File: config.mk
export PLATFORM = sky130hd
export DESIGN_NAME = seg7_scan_mux
export DESIGN_NICKNAME = d
export VERILOG_FILES = /design/src/rtl/seg7_pkg.sv /design/src/rtl/seg7_decoder.sv /design/src/rtl/seg7_scan_mux.sv
export SDC_FILE = /design/constraint.sdc
export NUM_CORES = 1
export LEC_CHECK = 0
export CORE_MARGIN = 2
export CORE_UTILIZATION = 35
export DETAILED_ROUTE_END_ITERATION = 16
export DONT_BUFFER_PORTS = 1
export PLACE_DENSITY_LB_ADDON = 0.2
export SETUP_SLACK_MARGIN = 0.02
export SLEW_MARGIN = 5
export SYNTH_ARGS = -nofsm -noshare
export SYNTH_HDL_FRONTEND = slang
export SYNTH_SLANG_ARGS = --single-unit
File: constraint.sdc
create_clock -name clk -period 2.7 [get_ports clk]
set_input_delay 0.54 -clock clk [delete_from_list [all_inputs] [get_ports clk]]
set_output_delay 0.54 -clock clk [all_outputs]
set_load 0.02 [all_outputs]
File: src/rtl/seg7_pkg.sv
// -----------------------------------------------------------------------------
// seg7_pkg
// Shared definitions for the 7-segment display path.
//   seg_t      : segment vector a..g, seg[0] = a, active-low.
//   SEG_BLANK  : all segments dark.
//   GLYPHS     : 16-entry active-low glyph table, 0-9 then A b C d E F.
//   calc_dwell : cycles each digit is held for a given clock/refresh/digit count.
// -----------------------------------------------------------------------------
package seg7_pkg;

    typedef logic [0:6] seg_t;

    localparam seg_t SEG_BLANK = 7'b1111111;

    // Literals are written a..g from left to right, matching seg_t's [0:6] order.
    localparam seg_t GLYPHS [16] = '{
        7'b0000001,  // 0
        7'b1001111,  // 1
        7'b0010010,  // 2
        7'b0000110,  // 3
        7'b1001100,  // 4
        7'b0100100,  // 5
        7'b0100000,  // 6
        7'b0001111,  // 7
        7'b0000000,  // 8
        7'b0000100,  // 9
        7'b0001000,  // A
        7'b1100000,  // b
        7'b0110001,  // C
        7'b1000010,  // d
        7'b0110000,  // E
        7'b0111000   // F
    };

    function automatic int calc_dwell(input int clk_hz, input int refresh_hz,
                                      input int n_digits);
        return clk_hz / (refresh_hz * n_digits);
    endfunction

endpackage

File: src/rtl/seg7_decoder.sv
// -----------------------------------------------------------------------------
// seg7_decoder
// Combinational 4-bit value to active-low 7-segment glyph lookup.
// Shared with the single-digit display path.
//   value : digit value 0..15
//   seg   : glyph, seg[0] = a, active-low
// -----------------------------------------------------------------------------
module seg7_decoder
    import seg7_pkg::*;
(
    input  logic [3:0] value,
    output seg_t       seg
);

    assign seg = GLYPHS[value];

endmodule

File: src/rtl/seg7_scan_mux.sv
// -----------------------------------------------------------------------------
// seg7_scan_mux
// Time-multiplexed N-digit 7-segment driver. Digit values are snapshotted once
// per refresh frame so a mid-scan counter update never shows a torn display.
//
// Optional build macro:
//   DISP_LZB_EN : leading-zero blanking. A digit above digit 0 is dark when it
//                 and every more significant digit are zero. Its enable still
//                 strobes for its window.
//
// Ports:
//   clk         : system clock
//   rst         : synchronous active-high reset
//   en          : 1 = display, 0 = all dark (scan keeps running)
//   digits_in   : packed digit values, [3:0] = digit 0
//   seg         : segments a..g, seg[0] = a, active-low, registered
//   an          : digit enables, active-low, an[k] = digit k, registered
//   frame_start : one-cycle pulse while the pins show digit 0, presc 0
// -----------------------------------------------------------------------------
module seg7_scan_mux
    import seg7_pkg::*;
#(
    parameter int CLK_HZ     = 50_000_000,
    parameter int REFRESH_HZ = 1000,
    parameter int N_DIGITS   = 4,
    parameter int BLANK_CYC  = 16
) (
    input  logic                  clk,
    input  logic                  rst,
    input  logic                  en,
    input  logic [4*N_DIGITS-1:0] digits_in,
    output seg_t                  seg,
    output logic [N_DIGITS-1:0]   an,
    output logic                  frame_start
);

    localparam int DWELL = calc_dwell(CLK_HZ, REFRESH_HZ, N_DIGITS);
    localparam int PW    = (DWELL > 2) ? $clog2(DWELL) : 1;
    localparam int IW    = (N_DIGITS > 2) ? $clog2(N_DIGITS) : 1;

    localparam logic [PW-1:0] PRESC_LAST = PW'(DWELL - 1);
    localparam logic [IW-1:0] IDX_LAST   = IW'(N_DIGITS - 1);
    localparam logic [PW-1:0] BLANK_END  = PW'(BLANK_CYC);

    // ---------------------------------------------------------------------
    // Elaboration-time parameter checks
    // ---------------------------------------------------------------------
    if (DWELL < 2) begin : g_err_dwell
        $error("seg7_scan_mux: DWELL=%0d, must be at least 2", DWELL);
    end
    if (N_DIGITS < 2 || N_DIGITS > 8) begin : g_err_ndig
        $error("seg7_scan_mux: N_DIGITS=%0d, legal range is 2..8", N_DIGITS);
    end
    if (BLANK_CYC < 0 || BLANK_CYC >= DWELL) begin : g_err_blank
        $error("seg7_scan_mux: BLANK_CYC=%0d must be below DWELL=%0d",
               BLANK_CYC, DWELL);
    end

    // ---------------------------------------------------------------------
    // Scan state
    // ---------------------------------------------------------------------
    logic [PW-1:0]              presc;
    logic [IW-1:0]              idx;
    logic [N_DIGITS-1:0][3:0]   snap;
    // Clear only in reset. Forces the snapshot load on the first cycle after
    // release, so the first frame never shows the reset value of snap.
    logic                       loaded;

    logic presc_wrap;
    logic frame_end;
    logic in_blank;

    assign presc_wrap = (presc == PRESC_LAST);
    assign frame_end  = presc_wrap && (idx == IDX_LAST);
    assign in_blank   = (presc < BLANK_END);

    // ---------------------------------------------------------------------
    // Per-digit glyphs from the snapshot
    // ---------------------------------------------------------------------
    seg_t glyph [N_DIGITS];

    for (genvar k = 0; k < N_DIGITS; k++) begin : g_dec
        seg7_decoder u_dec (
            .value (snap[k]),
            .seg   (glyph[k])
        );
    end

    // show[k] = 0 means digit k is blanked by leading-zero suppression.
    logic [N_DIGITS-1:0] show;

`ifdef DISP_LZB_EN
    // Scan from the most significant digit down. A digit is shown once any
    // digit at or above it is non-zero. Digit 0 is always shown, so a value
    // of zero still displays as a single "0".
    always_comb begin
        logic nz;
        show = '0;
        nz   = 1'b0;
        for (int k = N_DIGITS - 1; k >= 0; k--) begin
            nz      = nz | (snap[k] != 4'd0);
            show[k] = nz | (k == 0);
        end
    end
`else
    assign show = '1;
`endif

    // ---------------------------------------------------------------------
    // Next pin values, computed from the current scan state
    // ---------------------------------------------------------------------
    seg_t                seg_d;
    logic [N_DIGITS-1:0] an_d;
    logic                fs_d;

    always_comb begin
        seg_d = SEG_BLANK;
        an_d  = '1;
        fs_d  = (presc == '0) && (idx == '0);
        if (en && !in_blank) begin
            an_d = ~({{(N_DIGITS-1){1'b0}}, 1'b1} << idx);
            if (show[idx]) begin
                seg_d = glyph[idx];
            end
        end
    end

    // ---------------------------------------------------------------------
    // Registers
    // ---------------------------------------------------------------------
    always_ff @(posedge clk) begin
        if (rst) begin
            presc       <= '0;
            idx         <= '0;
            snap        <= '0;
            loaded      <= 1'b0;
            seg         <= SEG_BLANK;
            an          <= '1;
            frame_start <= 1'b0;
        end else begin
            loaded <= 1'b1;

            if (presc_wrap) begin
                presc <= '0;
                idx   <= (idx == IDX_LAST) ? '0 : idx + 1'b1;
            end else begin
                presc <= presc + 1'b1;
            end

            // Loaded on the edge that moves idx back to 0, so the whole
            // next frame displays a single consistent value.
            if (frame_end || !loaded) begin
                snap <= digits_in;
            end

            seg         <= seg_d;
            an          <= an_d;
            frame_start <= fs_d;
        end
    end

endmodule

==> flow_summary.json, run 1 <==
{
  "relSlewSlack": 0.338,
  "yosys_warnings": 0,
  "yosysSeqAreaShare": 0.307,
  "clockBufferDepth": 2,
  "grt_usage": 0.144,
  "rr_startpoint": "presc[2]",
  "diodes": 0,
  "gp_congestion": 0.813,
  "grt_pass1_vias": 2013,
  "syn_area_per_cell_sq_um": 8.43,
  "fin_nets": 390,
  "p_leak_nw": 1.17,
  "worst_pin_slew_ns": 0.979,
  "ff2ff_setup_slack_ns": 0.30,
  "cts_hold_buffers": 0,
  "ys_async_sr_fraction": 0,
  "cts_resized": 0,
  "io_pins": 31,
  "rsz0062_at_grt": "no",
  "drive_gt1_frac": 0.0850,
  "critPathKind": "reg -> reg",
  "clock_skew_ns": 0.00843,
  "fin_hold_ws_ns": 0.295,
  "overflow": 0,
  "endpoint_kind": "flop",
  "insertion_delay_ns": 0.30,
  "place_area_sq_um": 3020,
  "cp.required_ns": 2.88,
  "synth.distinct_cells": 50,
  "cp_slowest_stage_delay_ns": 0.63,
  "p_per_area_nw_per_um2": 430,
  "antenna_found_initial": 0,
  "rows": 33,
  "io_buffers": 0,
  "drc": 0,
  "reg2reg_depth": 5,
  "post-synth-top-count-cell": "nand2_1",
  "synth_edf_count": 0,
  "r2r-end": "snap[6]",
  "cp-start-kind": "flop",
  "min_path_cells": 1,
  "cts_buffers": 5,
  "nFillCells": 843,
  "routedWlPerCell_um": 14.4,
  "min_from": "rst",
  "setup_slack_ns": 0.299,
  "setup_viol": 0,
  "dp_slack_ns": 0.324,
  "synth_area_leaders": "dfxtp_1 31%, ha_1 13%, mux2i_1 9.9%",
  "multi_input_area_sq_um": 1860,
  "cp_common_cell": "or4_1",
  "dpl.hpwl_mm": 4.70,
  "routed-via-count": 2309,
  "coreArea_sq_um": 8180,
  "via_per_inst": 5.18,
  "syn_nets": 397,
  "grt_max_degree": 27,
  "wl_mm": 6.42,
  "grt_pass1_wl_mm": 10.2,
  "die_h_um": 95.6,
  "status": "completed",
  "cts_tree": "built",
  "synthFlopType": "dfxtp_1",
  "drv_slew": 0,
  "synth_commonest_cells": "62 x nand2_1, 45 x dfxtp_1, 30 x ha_1",
  "cpLargestDelayFamily": "simple AND/OR/NAND/NOR gates",
  "register_area_sq_um": 901,
  "period_needed_ns": 2.40,
  "hold_violations": 0,
  "cp_num_buf_inv": 1,
  "synth_seq_cells": 45,
  "clkSlewWorstSetupHoldPaths_ns": 0.09,
  "htreeDepth": 2,
  "root_buffer": "clkbuf_8",
  "cp_slowest_cell": "or4_1",
  "min_to": "idx[0]",
  "vdd_drop_max_v": 0.000233,
  "dieArea_sq_um": 9140,
  "cts_setup_buffers": 0,
  "p_total_mw": 1.33,
  "syn_inst": 348,
  "critical_path_peak_fanout": 11,
  "critPathArrivalTime_ns": 2.58,
  "netlist_area_sq_um": 2940,
  "path_cells": "or4_1 -> or4_1 -> o21a_1 -> buf_4 -> mux2i_1",
  "die_w_um": 95.6,
  "dr.pass1.iters": 4,
  "setup_tns_ns": 0,
  "yosysTopAreaCell": "dfxtp_1",
  "clock_sinks": 45,
  "cap_violations": 0,
  "start_util": 0.359,
  "final_area_sq_um": 3100,
  "area_growth_pct": 5.63,
  "drtIter0Drc": 84,
  "post-synth-top-area-fraction": 0.307,
  "drtAntennaViolNets": 0,
  "max_freq_mhz": 416,
  "hold_path.class": "in -> reg",
  "post-route-period-util": 0.889
}
[cell type report]
cell class	count	area share
multi-input combinational	262	0.598
inverter	20	0.0242
clock buffer	5	0.0222
sequential	45	0.291
clock inverter	2	0.00525
timing repair buffer	7	0.0169
tap	105	0.0424
[metrics by stage]
step / util / std cells
6_report: 0.379 / 446
5_1_grt: 0.379 / 446
4_1_cts: 0.379 / 446
3_5_place_dp: 0.369 / 439
3_3_place_gp: 0.369 / 439
2_1_floorplan: - / 348
[kinds of logic (layout without fill, tap and decap cells)]
| group | count (synthesis) | in the layout | synth area share |
|---|---|---|---|
| buffers and inverters | 41 | 34 | 0.0610 |
| AND/OR/NAND/NOR | 135 | 135 | 0.217 |
| AO/OA/AOI/OAI | 48 | 48 | 0.110 |
| flip-flops | 45 | 45 | 0.307 |
| XOR/XNOR | 12 | 12 | 0.0358 |
| multiplexers | 37 | 37 | 0.141 |
| adder cells (fa/ha/maj) | 30 | 30 | 0.128 |
[worst register-to-register path, stage by stage (launching register included)]
cell,delay (ns)
dfxtp_1,0.38
or4_1,0.52
or4_1,0.63
o21a_1,0.35
buf_4,0.26
mux2i_1,0.14
[registers in the layout, summed over array words and instances, names as in the netlist]
name	flops
presc	14
loaded	1
seg	7
idx	2
snap	16
an	4
frame_start	1
[report_power, final]
group	leakage, nW	internal, mW	switching (mW)
combinational	0.764	0.0894	0.0919
clock	0.0402	0.179	0.239
sequential	0.367	0.684	0.0484
total	1.17	0.953	0.380
[cells in the final DEF (no fill, tap or decap), types with 5 or more instances in the layout]
master,count
xnor2_1,9
nor2_1,23
dfxtp_1,45
nor3_1,7
mux2_2,5
nand2_1,62
inv_1,18
clkbuf_8,5
nand3_1,9
buf_4,7
ha_1,30
o21ai_0,14
mux2i_1,29
a21oi_1,7
[routing by layer]
| layer | share of wire | vias up | global-route usage |
|---|---|---|---|
| met5 | 0 | - | 0 |
| met4 | 0.016 | 0 | 0.0476 |
| met3 | 0.041 | 8 | 0.0403 |
| met2 | 0.43 | 45 | 0.212 |
| met1 | 0.51 | 1078 | 0.202 |
| li1 | - | 1178 | - |
[worst max-delay path by stage]
stage	from	end	slack, ns	depth (start not counted)
CTS	presc[2]	snap[6]	0.30	5
global placement	presc[2]	snap[5]	0.36	5
global route	presc[2]	snap[13]	0.17	5
detailed placement	presc[2]	snap[5]	0.32	5
finish	presc[2]	snap[6]	0.30	5
floorplan	presc[2]	snap[10]	0.55	7
Power figures use the tool's default switching activity.
==> inputs of run 2 (changes only) <==
--- a/config.mk
+++ b/config.mk
@@ -15,3 +15,4 @@
 export SYNTH_ARGS = -nofsm -noshare
 export SYNTH_HDL_FRONTEND = slang
 export SYNTH_SLANG_ARGS = --single-unit
+export TNS_END_PERCENT = 5
==> results of run 2 <==
Same layout as run 1: the final DEF is identical, and so are final timing and power.
==> inputs of run 3 (changes only) <==
--- a/config.mk
+++ b/config.mk
@@ -10,7 +10,6 @@
 export DETAILED_ROUTE_END_ITERATION = 16
 export DONT_BUFFER_PORTS = 1
 export PLACE_DENSITY_LB_ADDON = 0.2
-export SETUP_SLACK_MARGIN = 0.02
 export SLEW_MARGIN = 5
 export SYNTH_ARGS = -nofsm -noshare
 export SYNTH_HDL_FRONTEND = slang
==> results of run 3 <==
Same layout as run 1: the final DEF is identical, and so are final timing and power.
